## src/rtl/dp_instr_sequencer.sv

```systemverilog
// dp_instr_sequencer: multi-cycle sequencer for ARM data-processing instructions (AND..MVN).
// Define DP_SEQ_PERF_COUNT_EN to add the perf_exec/perf_skip retire counters.
module dp_instr_sequencer #(
    parameter int RF_AW = 4,
    parameter int DW    = 32
) (
    input  logic             clk,
    input  logic             reset,
    input  logic [31:0]      instr,
    input  logic             instr_valid,
    output logic             instr_ready,
    input  logic [3:0]       cpsr_nzcv,
    output logic             rf_re,
    output logic [RF_AW-1:0] rf_raddr,
    input  logic [DW-1:0]    rf_rdata,
    output logic             rf_we,
    output logic [RF_AW-1:0] rf_waddr,
    output logic [DW-1:0]    rf_wdata,
    output logic [DW-1:0]    shift_value,
    output logic [1:0]       shift_type,
    output logic [7:0]       shift_amount,
    input  logic [DW-1:0]    shift_result,
    input  logic             shift_carry,
    output logic [3:0]       alu_op,
    output logic [DW-1:0]    alu_a,
    output logic             alu_carry_in,
    input  logic [DW-1:0]    alu_result,
    input  logic [3:0]       alu_nzcv,
    output logic             flags_we,
    output logic [3:0]       flags_wdata,
    output logic             done,
    output logic             executed,
    output logic             pc_written
`ifdef DP_SEQ_PERF_COUNT_EN
    ,
    output logic [31:0]      perf_exec,
    output logic [31:0]      perf_skip
`endif
);
    typedef enum logic [2:0] {IDLE, COND, READ_RN, READ_RM, READ_RS, EXEC} state_t;
    state_t state, state_nx;
    logic [31:0]   ir;
    logic [DW-1:0] op_a, op_b;
    logic [7:0]    rs_amt;
    logic [3:0]    op;
    logic          i_bit, s_bit, is_mov, is_test, is_logic;
    logic          n, z, c, v, cond_base, cond_pass;
    logic [2:0]    csel;
    logic          unused;
    assign unused   = ^{shift_result, ir[27:26]};
    assign op       = ir[24:21];
    assign i_bit    = ir[25];
    assign s_bit    = ir[20];
    assign is_mov   = op[3] & op[2] & op[0];
    assign is_test  = op[3:2] == 2'b10;
    assign is_logic = (~op[2] & ~op[1]) | (op[3] & op[2]);
    assign {n, z, c, v} = cpsr_nzcv;
    assign csel = ir[31:29];
    // Even codes test the base predicate, odd codes its inverse; code 15 (NV) never passes.
    assign cond_base = csel == 3'd0 ? z :
                       csel == 3'd1 ? c :
                       csel == 3'd2 ? n :
                       csel == 3'd3 ? v :
                       csel == 3'd4 ? c & ~z :
                       csel == 3'd5 ? n == v :
                       csel == 3'd6 ? ~z & (n == v) : 1'b1;
    assign cond_pass = csel == 3'd7 ? ~ir[28] : cond_base ^ ir[28];
    always_ff @(posedge clk or posedge reset) begin
        if (reset) begin
            state  <= IDLE;
            ir     <= '0;
            op_a   <= '0;
            op_b   <= '0;
            rs_amt <= '0;
        end else begin
            state <= state_nx;
            if (state == IDLE && instr_valid) ir <= instr;
            if (state == READ_RN) op_a <= rf_rdata;
            if (state == READ_RM) op_b <= rf_rdata;
            if (state == READ_RS) rs_amt <= rf_rdata[7:0];
        end
    end
    always_comb begin
        state_nx     = state;
        instr_ready  = 1'b0;
        rf_re        = 1'b0;
        rf_raddr     = '0;
        rf_we        = 1'b0;
        rf_waddr     = '0;
        rf_wdata     = '0;
        shift_value  = '0;
        shift_type   = '0;
        shift_amount = '0;
        alu_op       = '0;
        alu_a        = '0;
        alu_carry_in = 1'b0;
        flags_we     = 1'b0;
        flags_wdata  = '0;
        done         = 1'b0;
        executed     = 1'b0;
        pc_written   = 1'b0;
        case (state)
            IDLE: begin
                instr_ready = 1'b1;
                state_nx    = instr_valid ? COND : IDLE;
            end
            COND: begin
                done     = ~cond_pass;
                state_nx = !cond_pass ? IDLE : !is_mov ? READ_RN : i_bit ? EXEC : READ_RM;
            end
            READ_RN: begin
                rf_re    = 1'b1;
                rf_raddr = RF_AW'(ir[19:16]);
                state_nx = i_bit ? EXEC : READ_RM;
            end
            READ_RM: begin
                rf_re    = 1'b1;
                rf_raddr = RF_AW'(ir[3:0]);
                state_nx = ir[4] ? READ_RS : EXEC;
            end
            READ_RS: begin
                rf_re    = 1'b1;
                rf_raddr = RF_AW'(ir[11:8]);
                state_nx = EXEC;
            end
            EXEC: begin
                shift_value  = i_bit ? DW'(ir[7:0]) : op_b;
                shift_type   = i_bit ? 2'b11 : ir[6:5];
                shift_amount = i_bit ? {3'b0, ir[11:8], 1'b0} : ir[4] ? rs_amt : {3'b0, ir[11:7]};
                alu_op       = op;
                alu_a        = is_mov ? '0 : op_a;
                alu_carry_in = c;
                rf_we        = ~is_test;
                rf_waddr     = RF_AW'(ir[15:12]);
                rf_wdata     = alu_result;
                flags_we     = s_bit;
                flags_wdata  = is_logic ? {alu_nzcv[3:2], shift_carry, v} : alu_nzcv;
                done         = 1'b1;
                executed     = 1'b1;
                pc_written   = ~is_test && ir[15:12] == 4'hF;
                state_nx     = IDLE;
            end
            default: state_nx = IDLE;
        endcase
    end
`ifdef DP_SEQ_PERF_COUNT_EN
    always_ff @(posedge clk or posedge reset) begin
        if (reset) begin
            perf_exec <= '0;
            perf_skip <= '0;
        end else begin
            if (done && executed) perf_exec <= perf_exec + 32'd1;
            if (done && !executed) perf_skip <= perf_skip + 32'd1;
        end
    end
`endif
endmodule

```

## config.mk

```make
export PLATFORM = sky130hd
export DESIGN_NAME = dp_instr_sequencer
export DESIGN_NICKNAME = d
export VERILOG_FILES = /design/src/rtl/dp_instr_sequencer.sv
export SDC_FILE = /design/constraint.sdc
export NUM_CORES = 1
export LEC_CHECK = 0
export ABC_AREA = 1
export CAP_MARGIN = 20
export CORE_AREA = 2 2 105 107
export CTS_BUF_LIST = sky130_fd_sc_hd__clkbuf_2 sky130_fd_sc_hd__clkbuf_4 sky130_fd_sc_hd__clkbuf_8
export DETAILED_ROUTE_END_ITERATION = 8
export DIE_AREA = 0 0 107 109
export DONT_BUFFER_PORTS = 1
export PLACE_DENSITY = 0.67
export SLEW_MARGIN = 10
export SYNTH_ARGS = -nofsm -noshare
export SYNTH_HDL_FRONTEND = slang
export SYNTH_SLANG_ARGS = --single-unit
```

## constraint.sdc

```tcl
create_clock -name clk -period 2.7 [get_ports clk]
set_input_delay 0.135 -clock clk [delete_from_list [all_inputs] [get_ports clk]]
set_output_delay 0.135 -clock clk [all_outputs]
set_load 0.01 [all_outputs]
```

## Word-level counts from Yosys, hierarchy flattened

Index checks and enable logic that the tools add are counted.

| storage, ports and cells | value |
|---|---|
| register bits | 107 |
| output and inout bits | 130 |
| word-level logic and storage cells | 75 |
| input bits | 140 |

| cells by class | value |
|---|---|
| reductions and logical operators | 5 |
| equality and inequality tests | 15 |
| mux-type cells | 37 |
| bitwise logic cells | 13 |

Operator list:

| operator | number |
|---|---|
| 32-bit 2-to-1 mux | 5 |
| 8-bit 2-to-1 mux | 3 |
| 3-bit equality test, second input constant | 6 |
| 1-bit 2-to-1 mux | 17 |
| 3-bit one-hot mux with 5 select lines | 1 |
| 3-bit by 2-bit equality test with 1-bit output, second input constant | 4 |
| 4-bit 2-to-1 mux | 3 |
| 4-bit one-hot mux with 3 select lines | 1 |
| 3-bit 2-to-1 mux | 3 |
| 3-bit by 1-bit equality test with 1-bit output, second input constant | 2 |
| 3-bit zero test | 2 |
| 2-bit 2-to-1 mux | 3 |
| 1-bit inverter | 6 |
| 1-bit AND | 5 |
| 4-bit equality test, second input constant | 1 |
| 3-bit OR reduction | 1 |
| 2-bit equality test, second input constant | 1 |
| 1-bit logical AND | 2 |
| 1-bit one-hot mux with 2 select lines | 1 |
| 1-bit equality test | 1 |
| 1-bit bitwise OR | 1 |
| 1-bit XOR | 1 |

## Depth between registers and ports, before layout

Gate-level depths: netlist of run 1.

| logic depth | value |
|---|---|
| depth in word-level cells | 13 |
| gate-level depth with buffers | 10 |
| gate-level depth less buffers | 10 |

## Worst setup path after synthesis of run 1

Ideal clock, no wire load.

| path | value |
|---|---|
| path kind | register to output |
| from | register state[2] |
| to | output rf_raddr[1] |
| slack | 1.234 ns |
| stages on the path, launching flop included | 7 |
| data arrival time | 1.331 ns |
| buffers on the path | 1 |
| data required time | 2.565 ns |
| cells stage by stage | dfrtp_1 > inv_2 > nand2_1 > nor2_1 > inv_1 > clkbuf_1 > o211ai_1 |

| on the way | value |
|---|---|
| longest elaborated chain between the ends | 2 |
| elaborated cells between the ends (all ways) | 4 |
| classes of those cells | 3 x eq/ne; 1 x mux |

RTL lines:

| item | RTL line | RTL |
|---|---|---|
| start, declared | 41 | `state_t state, state_nx;` |
| start signal, assigned | 76 | `state <= state_nx;` |
| 3-bit equality test / 3-bit by 2-bit equality test with 1-bit output (equally long branches) | 102 | `case (state)` |
| 4-bit one-hot mux with 3 select lines * | 102 |  |
| end, declared | 14 | `output logic [RF_AW-1:0] rf_raddr,` |

Mark *: on every way between the ends. The rest lies on a longest branch, timed or not.

## Worst setup path in the final report of run 1

| path | value |
|---|---|
| from | register state[0] |
| to | output shift_amount[5] |

| on the way | value |
|---|---|
| longest elaborated chain between the ends | 2 |

RTL lines:

| item | RTL line | RTL |
|---|---|---|
| 3-bit equality test | 102 |  |
| 8-bit 2-to-1 mux | 102 |  |
| end, declared | 21 | `output logic [7:0] shift_amount,` |

No other way between the ends.

==> results of run 1 <==
per-layer routing:
| metal | vias to the layer above | global-route usage, % | part of all wire [%] |
|---|---|---|---|
| li1 | 2315 | - | - |
| met4 | 0 | 5.473 | 0.95 |
| met3 | 13 | 6.336 | 6.5 |
| met2 | 170 | 41.54 | 50 |
| met1 | 2293 | 32.62 | 43 |
| met5 | - | 0 | 0 |
timing repair:
action                                 in CTS  in global routing
hold buffers                               62                  1
setup endpoints to repair                   2                 40
endpoints found under the hold margin     134                  1
gates resized for setup                     1                  2
worst max-delay path, stage by stage, from the launching register on:
cell	delay (ns)
dfrtp_1	0.40
inv_2	0.06
or2_1	0.27
nor2_4	0.40
inv_4	0.35
nor3_1	0.26
buf_4	0.16
through the flow:
step | total power [mW] | std cells | util (%) | cell area [um2]
2_1_floorplan | 4.403 | 714 | - | 5213
3_3_place_gp | 4.913 | 861 | 52.48 | 5564
3_5_place_dp | 5.024 | 861 | 52.48 | 5564
4_1_cts | 6.026 | 939 | 60.05 | 6367
5_1_grt | 6.556 | 940 | 60.17 | 6380
6_report | 6.015 | 940 | 60.17 | 6380
cell type report:
type / count / area, um2 / area share, %
clock inverters: 6 / 42.54 / 0.6668
inverters: 104 / 396.6 / 6.217
multi-input cells: 469 / 2034 / 31.89
well taps: 140 / 175.2 / 2.746
clock buffers: 10 / 137.6 / 2.157
repair buffers: 106 / 965.9 / 15.14
flip-flops and latches: 105 / 2628 / 41.18
registers in the layout, summed over array words and instances (netlist names):
| name | flops |
|---|---|
| op_a | 32 |
| op_b | 32 |
| ir | 30 |
| rs_amt | 8 |
| state | 3 |
power by group through the flow:
stage	clock, mW	sequential, mW	combinational [mW]
2_1_floorplan	0	2.67	1.73
3_3_place_gp	0	2.77	2.14
3_5_place_dp	0	2.81	2.22
4_1_cts	0.947	2.78	2.30
5_1_grt	1.01	2.89	2.65
6_report	0.910	2.79	2.32
final timing paths:
path / start / endpoint / cells after the start
max: state[0] / shift_amount[5] / 6
min: cpsr_nzcv[2] / state[1] / 7
max reg2reg: state[2] / op_a[31] / 7
min reg2reg: op_a[12] / op_a[12] / 2
max in group asynchronous: reset / op_a[7] / 3
min in group asynchronous: reset / op_a[23] / 2
cells by family (layout without fill, tap and decap cells):
family | after synthesis | count (layout)
simple gates | 361 | 361
buf+inv | 140 | 226
flops | 105 | 105
compound gates | 96 | 96
mux | 12 | 12
synthesized netlist by cell type, drive strengths merged:
cell    count  share of area (%)
nand3       5               0.48
nor2      146                 11
nand2     202                 15
mux2       12                2.6
or2         1               0.12
buf        14                1.5
nor3        3               0.29
inv       104                7.5
o21ai      61                5.9
a21oi      30                2.9
a31oi       1               0.12
o211ai      4               0.58
clkbuf     22                1.6
nand4       4               0.48
dfrtp     105                 50
==> summary.md, run 1 <==
| Metric | Value |
|---|---|
| CTS sink count | 105 |
| Unique masters post-synth | 21 |
| R2r setup slk | 0.77 ns |
| Remaining antenna violation count | 0 |
| Status | finished clean |
| Die Span Y | 109 um |
| DRC viols | 0 |
| Initial antenna violation count | 0 |
| Slew HR | 41.69% |
| Vias in the first global route | 4565 |
| Vias/cell | 5.097 |
| Post-Synth Adder-Cell Area | 0% |
| Area of the mapped netlist | 0.005209 mm2 |
| RSZ-0062 raised after global routing | false |
| IO buf count | 0 |
| Clk_skew | 0.01005 ns |
| GRT Util Overall | 24.76% |
| Simple-gate area share of the yosys netlist | 26.93% |
| Post-Syn Nets | 854 |
| Crit Path Category | register to output port |
| Hold WS | 0.2691 ns |
| Nets | 935 |
| Tcrit/Tclk final | 90.23% |
| Most common cell after layout, fill and taps aside | nand2_1 |
| CTS Buffer Depth | 2 |
| Largest family of logic cells by synthesized area | simple AND/OR/NAND/NOR gates |
| Fin worst setup slack | 0.2638 ns |
| Fill cell count | 944 |
| Setup tns final | 0 ns |
| Post-place setup slack | 0.3469 ns |
| Post-CTS Setup Bufs | 0 |
| Max cap viols | 0 |
| CTS tree | yes |
| Worst-path fanout max | 64 |
| CTS Root Cell | clkbuf_8 |
| Synth Area in XOR/XNOR | 0% |
| Congestion Overflow GR | 0 |
| Mux cell area share after synthesis | 2.594% |
| Setup violators final | 0 |
| Row count | 38 |
| CP Data Arrival Time | 2.30 ns |
| Sw power | 2.526 mW |
| Skew-Pair Late Insertion Delay | 0.36 ns |
| Initial DRC Count | 384 |
| Final wirelength | 14.74 mm |
| Die W | 107 um |
| Clock share of power | 15.1% |
| Compound-Gate Fraction of Synth Area | 9.440% |
| Num ports | 270 |
| Die area | 0.01166 mm2 |
| Avg Inst Size Synth | 7.295 um2 |
| Peak Freq | 410.5 MHz |
| Fraction of final layout cells sized beyond drive strength 1 | 10.00% |
| Final Hold Vio Count | 0 |
| Largest net degree at the start of global routing | 68 |
| TritonRoute pass-1 iters | 4 |
| Synthesized instance count | 714 |
| Critical path capture point type | output port |
| Comb pwr share | 38.5% |
| Area Growth Syn to Fin | 22.48% |
| Leak Pwr | 3.331 nW |
| Worst VDD drop | 0.0004709 V |
| Pint | 3.488 mW |
| Number of synthesized register bits | 105 |
| Register area share after synthesis | 50.44% |
| Path type of the worst min-delay path | input pin to register |
| Net Sw Frac | 42.00% |
| Initial core utilization | 49.13% |
| Core Area | 0.01060 mm2 |
| Final Max Slew Viols | 0 |
| Gpl congestion | 0.8336 |
| CTS H-tree lvls | 3 |
| First-pass GRT wire length | 22.63 mm |
| Synth warnings | 0 |
| Final min period | 2.436 ns |
| Worst-margin pin slew | 0.8728 ns |
| Vias post-DR | 4791 |
| Critical Path Source Type | register |
| Sequential Power Share | 46.3% |
| Pwr/cell area | 942.8 mW/mm2 |
| HPWL Detailed | 9.906 mm |
| Most frequent cells in the layout | nand2_1, nor2_1, dfrtp_1 |
| WL per Instance | 15.68 um |
| Clock edge transition at the registers on the reported setup and hold paths | 0.10 ns |
| Antenna diodes | 0 |
| Required time of the critical path | 2.57 ns |
| TritonCTS Buffers | 9 |
Note: power is estimated with default switching activity, not from simulation.
==> run 2, diff against run 1 <==
Settings changed: CTS_CLUSTER_SIZE set to 10, PLACE_DENSITY 0.67 to unset, PLACE_DENSITY_LB_ADDON set to 0.1.
==> run 2 against run 1 <==
Routed wire length decreased by 0.44%. Count of clock-buffer cells in the layout increased by 2. Die area unchanged. Global-route usage increased by 0.60 points. Total power increased by 3.7%. Sequential share of layout area decreased by 2.2 points. Via count increased by 2.3%. Worst setup slack improved by 0.068 ns. Cell count increased by 4.7%. Critical path type unchanged.
==> summary.md, run 2 (synthesis results as in run 1) <==
| Metric | Value |
|---|---|
| Status | finished clean |
| Remaining antenna violation count | 0 (unchanged) |
| First-pass GRT wire length | 23.07 mm (+1.9%) |
| Pwr/cell area | 924.5 mW/mm2 (-1.9%) |
| Peak Freq | 422.3 MHz (+2.9%) |
| Die Span Y | 109 um (unchanged) |
| GRT Util Overall | 25.36% (+0.60 points) |
| Area Growth Syn to Fin | 29.47% |
| Core Area | 0.01060 mm2 (unchanged) |
| CTS H-tree lvls | 3 (unchanged) |
| CTS Buffer Depth | 2 (unchanged) |
| Tcrit/Tclk final | 87.69% (-2.5 points) |
| End of the critical path | shift_amount[0] |
| Hold WS | 0.2590 ns (-0.01009 ns) |
| Die area | 0.01166 mm2 (unchanged) |
| Setup crit start | state[0] |
| Worst Path Buf+Inv | 3 (unchanged) |
| Critical path capture point type | output port |
| Cell count along the critical path | 7 (+1) |
| Critical Path Source Type | register |
| RSZ-0062 raised after global routing | false |
| HPWL Detailed | 9.926 mm (+0.20%) |
| Fin worst setup slack | 0.3323 ns (+0.06844 ns) |
| TritonRoute pass-1 iters | 5 (+1) |
| Comb pwr share | 39.2% (+0.7 points) |
| Most common cell after layout, fill and taps aside | nand2_1 |
| DRC viols | 0 (unchanged) |
| Post-place setup slack | 0.4548 ns (+0.1079 ns) |
| Fraction of final layout cells sized beyond drive strength 1 | 14.93% (+4.9 points) |
| Delay-heaviest family, CP | simple AND/OR/NAND/NOR gates |
| Setup violators final | 0 (unchanged) |
| Vias in the first global route | 4705 (+3.1%) |
| CTS sink count | 105 (unchanged) |
| Slowest library cell on the worst path | dfrtp_1 |
| Antenna diodes | 0 (unchanged) |
| Nets | 980 (+4.8%) |
| Gpl congestion | 0.8136 (-2.4%) |
| Setup tns final | 0 ns (unchanged) |
| Skew-Pair Late Insertion Delay | 0.36 ns (about the same) |
| Congestion Overflow GR | 0 (unchanged) |
| Most frequent cells in the layout | nand2_1, nor2_1, dfrtp_1 |
| Final min period | 2.368 ns (-0.06844 ns) |
| Worst VDD drop | 0.0004627 V (-1.7%) |
| IO buf count | 0 (unchanged) |
| Sw power | 2.523 mW (-0.13%) |
| Top Registers | op_a: 32 flops, op_b: 32 flops, ir: 30 flops |
| Initial DRC Count | 260 (-32%) |
| Final Hold Vio Count | 0 (unchanged) |
| Final Max Slew Viols | 0 (unchanged) |
| Placed cells | 906 (+5.2%) |
| Slew HR | 30.32% (-11 points) |
| Worst-margin pin slew | 1.044 ns (+0.1709 ns) |
| Max incr delay on CP | 0.42 ns (+0.02 ns) |
| Worst-path fanout max | 20 (-69%) |
| Final wirelength | 14.68 mm (-0.44%) |
| TritonCTS Buffers | 9 (unchanged) |
| Vias post-DR | 4903 (+2.3%) |
| CP Data Arrival Time | 2.23 ns (-0.07 ns) |
| Clock share of power | 16.0% (+0.9 points) |
| Max cap viols | 0 (unchanged) |
| Crit Path Category | register to output port |
| Leak Pwr | 3.591 nW (+7.8%) |
| Pint | 3.712 mW (+6.4%) |
| CTS tree | yes |
| WL per Instance | 14.91 um (-4.9%) |
| Vias/cell | 4.983 (-2.2%) |
| Reg-to-reg startpoint | state[0] |
| CTS Root Cell | clkbuf_8 |
| Initial core utilization | 49.13% (unchanged) |
| Worst path most repeated cell | buf_4 |
| Clock edge transition at the registers on the reported setup and hold paths | 0.10 ns (about the same) |
| Clk_skew | 0.009872 ns (-0.0001811 ns) |
| Initial antenna violation count | 0 (unchanged) |
| Sequential Power Share | 44.8% (-1.5 points) |
| Required time of the critical path | 2.57 ns (about the same) |
| Final total power | 6.235 mW (+3.7%) |
| Largest net degree at the start of global routing | 67 (-1.5%) |
| R2r setup slk | 0.72 ns (-0.05 ns) |
| Path type of the worst min-delay path | input pin to register |
| Net Sw Frac | 40.47% (-1.5 points) |
| R2R cell count | 7 (unchanged) |
| Die W | 107 um (unchanged) |
| Row count | 38 (unchanged) |
| Num ports | 270 (unchanged) |
| Crit-path cells | inv_2 > or2_1 > nor2_4 > buf_4 > nand2_2 > a21oi_1 > buf_4 |
| Finished Layout Cells | 984 (+4.7%) |
| FF-to-FF End | ir[13] |
-- run 2: layer usage --
metal  global-route usage, %  routed length (um)  vias up
met4                   7.328                 119        0
met3                   5.738                 954       10
met1                   34.15                6414     2323
met5                       0                   0        -
li1                        -                   -     2400
met2                   41.45                7186      170
-- run 2: repair_timing --
| action | 4_1_cts | 5_1_grt |
|---|---|---|
| resized for setup | 0 | 1 |
| setup endpoints to repair | 0 | 3 |
| hold buffers | 63 | 0 |
| setup buffers | 0 | 0 |
| endpoints found under the hold margin | 141 | 0 |
-- run 2: tightest hold or removal path, cell delays in order --
cell	delay, ns
nand2_1	0.04
nand2_1	0.05
nand2_1	0.06
nand2_1	0.05
nand2_1	0.09
nand4_1	0.09
nand3_1	0.06
-- run 2: final cells by class --
cell class / instances / area, um2
repair buffers: 151 / 1304
inverters: 104 / 394.1
fillers: 941 / 3859
well taps: 140 / 175.2
clock inverters: 3 / 40.04
flip-flops and latches: 105 / 2628
clock buffers: 12 / 158.9
multi-input cells: 469 / 2044
-- run 2: how the worst min path moves through the flow --
stage | to | start | slack, ns | cells after the start
2_1_floorplan | op_a[10] | rf_rdata[10] | 0.25 | 2
3_3_place_gp | ir[5] | reset | 0.23 | 1
3_5_place_dp | ir[5] | reset | 0.24 | 1
4_1_cts | state[2] | cpsr_nzcv[2] | 0.25 | 7
5_1_grt | state[2] | cpsr_nzcv[2] | 0.29 | 7
6_report | state[2] | cpsr_nzcv[2] | 0.26 | 7
-- run 2: power by group through the flow --
| stage | Sequential [mW] | Combinational (mW) | Clock, mW |
|---|---|---|---|
| 2_1_floorplan | 2.67 | 1.73 | 0 |
| 3_3_place_gp | 2.78 | 2.28 | 0 |
| 3_5_place_dp | 2.81 | 2.36 | 0 |
| 4_1_cts | 2.78 | 2.45 | 1.02 |
| 5_1_grt | 2.89 | 2.79 | 1.09 |
| 6_report | 2.79 | 2.44 | 1.00 |
-- run 2: through the flow --
stage,cell area [um2],util (%)
2_1_floorplan,5213,-
3_3_place_gp,5912,55.76
3_5_place_dp,5912,55.76
4_1_cts,6741,63.58
5_1_grt,6744,63.61
6_report,6744,63.61
==> run 3, diff against run 2 <==
Settings changed: GPL_TIMING_DRIVEN set to 0.
==> run 3 against run 2 <==
First-iteration DRC count grew 42%. Register-to-register slack improved by 0.25 ns. Die area unchanged. Critical endpoint is now rf_raddr[3]. Highest routed layer unchanged. Largest cell class unchanged. Total power decreased by 1.1%. Worst setup slack improved by 0.099 ns. Fmax increased by 4.4%. Sequential power about the same.
==> summary.md, run 3 (synthesis results as in run 1) <==
| Metric | Value |
|---|---|
| Initial DRC Count | 370 (+42%) |
| Final wirelength | 15.15 mm (+3.2%) |
| Worst-margin pin slew | 0.6636 ns (-0.3801 ns) |
| Final min period | 2.268 ns (-0.09942 ns) |
| IO buf count | 0 (unchanged) |
| Initial antenna violation count | 0 (unchanged) |
| HPWL Detailed | 10.95 mm (+10%) |
| Fraction of final layout cells sized beyond drive strength 1 | 6.533% (-8.4 points) |
| Vias in the first global route | 4526 (-3.8%) |
| GRT Util Overall | 25.49% (+0.12 points) |
| Setup crit start | state[2] |
| Post-place setup slack | 0.8414 ns (+0.3866 ns) |
| CTS tree | yes |
| CTS sink count | 105 (unchanged) |
| Clock edge transition at the registers on the reported setup and hold paths | 0.11 ns (about the same) |
| Die area | 0.01166 mm2 (unchanged) |
| First-pass GRT wire length | 23.00 mm (-0.30%) |
| Most frequent cells in the layout | nand2_1, nor2_1, dfrtp_1 |
| Placed cells | 857 (-5.4%) |
| Final total power | 6.168 mW (-1.1%) |
| Gpl congestion | 0.8476 (+4.2%) |
| Setup tns final | 0 ns (unchanged) |
| Die W | 107 um (unchanged) |
| Most common cell after layout, fill and taps aside | nand2_1 |
| R2R cell count | 6 (-1) |
| Vias post-DR | 4800 (-2.1%) |
| Skew-Pair Late Insertion Delay | 0.37 ns (about the same) |
| Worst-path fanout max | 10 (-50%) |
| Path type of the worst min-delay path | input pin to register |
| Final Max Slew Viols | 0 (unchanged) |
| WL per Instance | 16.19 um (+8.5%) |
| Fill cell count | 995 (+5.7%) |
| Max cap viols | 0 (unchanged) |
| Pwr/cell area | 979.8 mW/mm2 (+6.0%) |
| Congestion Overflow GR | 0 (unchanged) |
| CTS Buffer Depth | 2 (unchanged) |
| DRC viols | 0 (unchanged) |
| Worst VDD drop | 0.0004996 V (+8.0%) |
| Initial core utilization | 49.13% (unchanged) |
| Fin worst setup slack | 0.4317 ns (+0.09942 ns) |
| Final Hold Vio Count | 0 (unchanged) |
| Top Registers | op_a: 32 flops, op_b: 32 flops, ir: 30 flops |
| CTS Root Cell | clkbuf_8 |
| Critical Path Source Type | register |
| Clk_skew | 0.01531 ns (+0.005438 ns) |
| Required time of the critical path | 2.57 ns (about the same) |
| Core Area | 0.01060 mm2 (unchanged) |
| Finished Cell Area | 0.006295 mm2 (-6.7%) |
| Reg-to-reg startpoint | state[2] |
| Vias/cell | 5.128 (+2.9%) |
| Tcrit/Tclk final | 84.01% (-3.7 points) |
| Antenna diodes | 0 (unchanged) |
| Slew HR | 55.76% (+25 points) |
| Gates resized, CTS repair | 0 (unchanged) |
| Hold WS | 0.2336 ns (-0.02541 ns) |
| Crit Path Category | register to output port |
| TritonCTS Buffers | 9 (unchanged) |
| Num ports | 270 (unchanged) |
| FF-to-FF End | state[1] |
| CTS H-tree lvls | 3 (unchanged) |
| Finished Layout Cells | 936 (-4.9%) |
| Die Span Y | 109 um (unchanged) |
| End of the critical path | rf_raddr[3] |
| Nets | 931 (-5.0%) |
| Critical path capture point type | output port |
| Area Growth Syn to Fin | 20.85% |
| Peak Freq | 440.9 MHz (+4.4%) |
| TritonRoute pass-1 iters | 5 (unchanged) |
| Core Util, Final | 59.37% (-4.2 points) |
| R2r setup slk | 0.97 ns (+0.25 ns) |
| CP Data Arrival Time | 2.13 ns (-0.10 ns) |
| Status | finished clean |
| Setup violators final | 0 (unchanged) |
| Remaining antenna violation count | 0 (unchanged) |
| Largest net degree at the start of global routing | 37 (-45%) |
| Leak Pwr | 3.221 nW (-10%) |
| RSZ-0062 raised after global routing | false |
| DP Area | 0.005455 mm2 (-7.7%) |
| Row count | 38 (unchanged) |
[run 3: layer usage]
metal	up-vias	global-route usage (%)	part of all wire (%)
met5	-	0	0
met3	22	5.858	7.7
met2	193	40.45	47
li1	2308	-	-
met4	0	7.792	1.4
met1	2277	35.08	44
[run 3: area by class of cell]
type / instances / area, um2 / area share, %
flip-flops and latches: 105 / 2628 / 41.74
multi-input cells: 469 / 2029 / 32.24
repair buffers: 66 / 698.2 / 11.09
inverters: 104 / 394.1 / 6.261
well taps: 140 / 175.2 / 2.783
plain buffers: 36 / 161.4 / 2.564
clock buffers: 9 / 123.9 / 1.968
clock inverters: 7 / 85.08 / 1.352
[run 3: power breakdown]
part | switching [mW] | total (mW) | internal (mW)
clock network | 0.599 | 1.05 | 0.449
logic | 1.60 | 2.35 | 0.752
registers | 0.419 | 2.77 | 2.35
total | 2.62 | 6.17 | 3.55
[run 3: repair_timing]
action	CTS	global route
hold endpoints to repair	122	0
hold buffers	63	0
setup buffers	0	0
[run 3: how the worst min path moves through the flow]
stage | from | cells past startpoint | endpoint | slack [ns]
floorplan | rf_rdata[10] | 2 | op_a[10] | 0.25
global placement | rf_rdata[24] | 2 | op_a[24] | 0.26
detailed placement | reset | 1 | rs_amt[6] | 0.09
CTS | instr_valid | 4 | ir[28] | 0.23
global route | instr_valid | 4 | ir[28] | 0.26
finish | instr_valid | 4 | ir[28] | 0.23
[run 3: critical path: stages (launching register included)]
cell      delay (ns)
dfrtp_1         0.42
inv_2           0.13
nand2_1         0.13
nor2_1          0.25
inv_1           0.15
clkbuf_1        0.30
o211ai_1        0.39
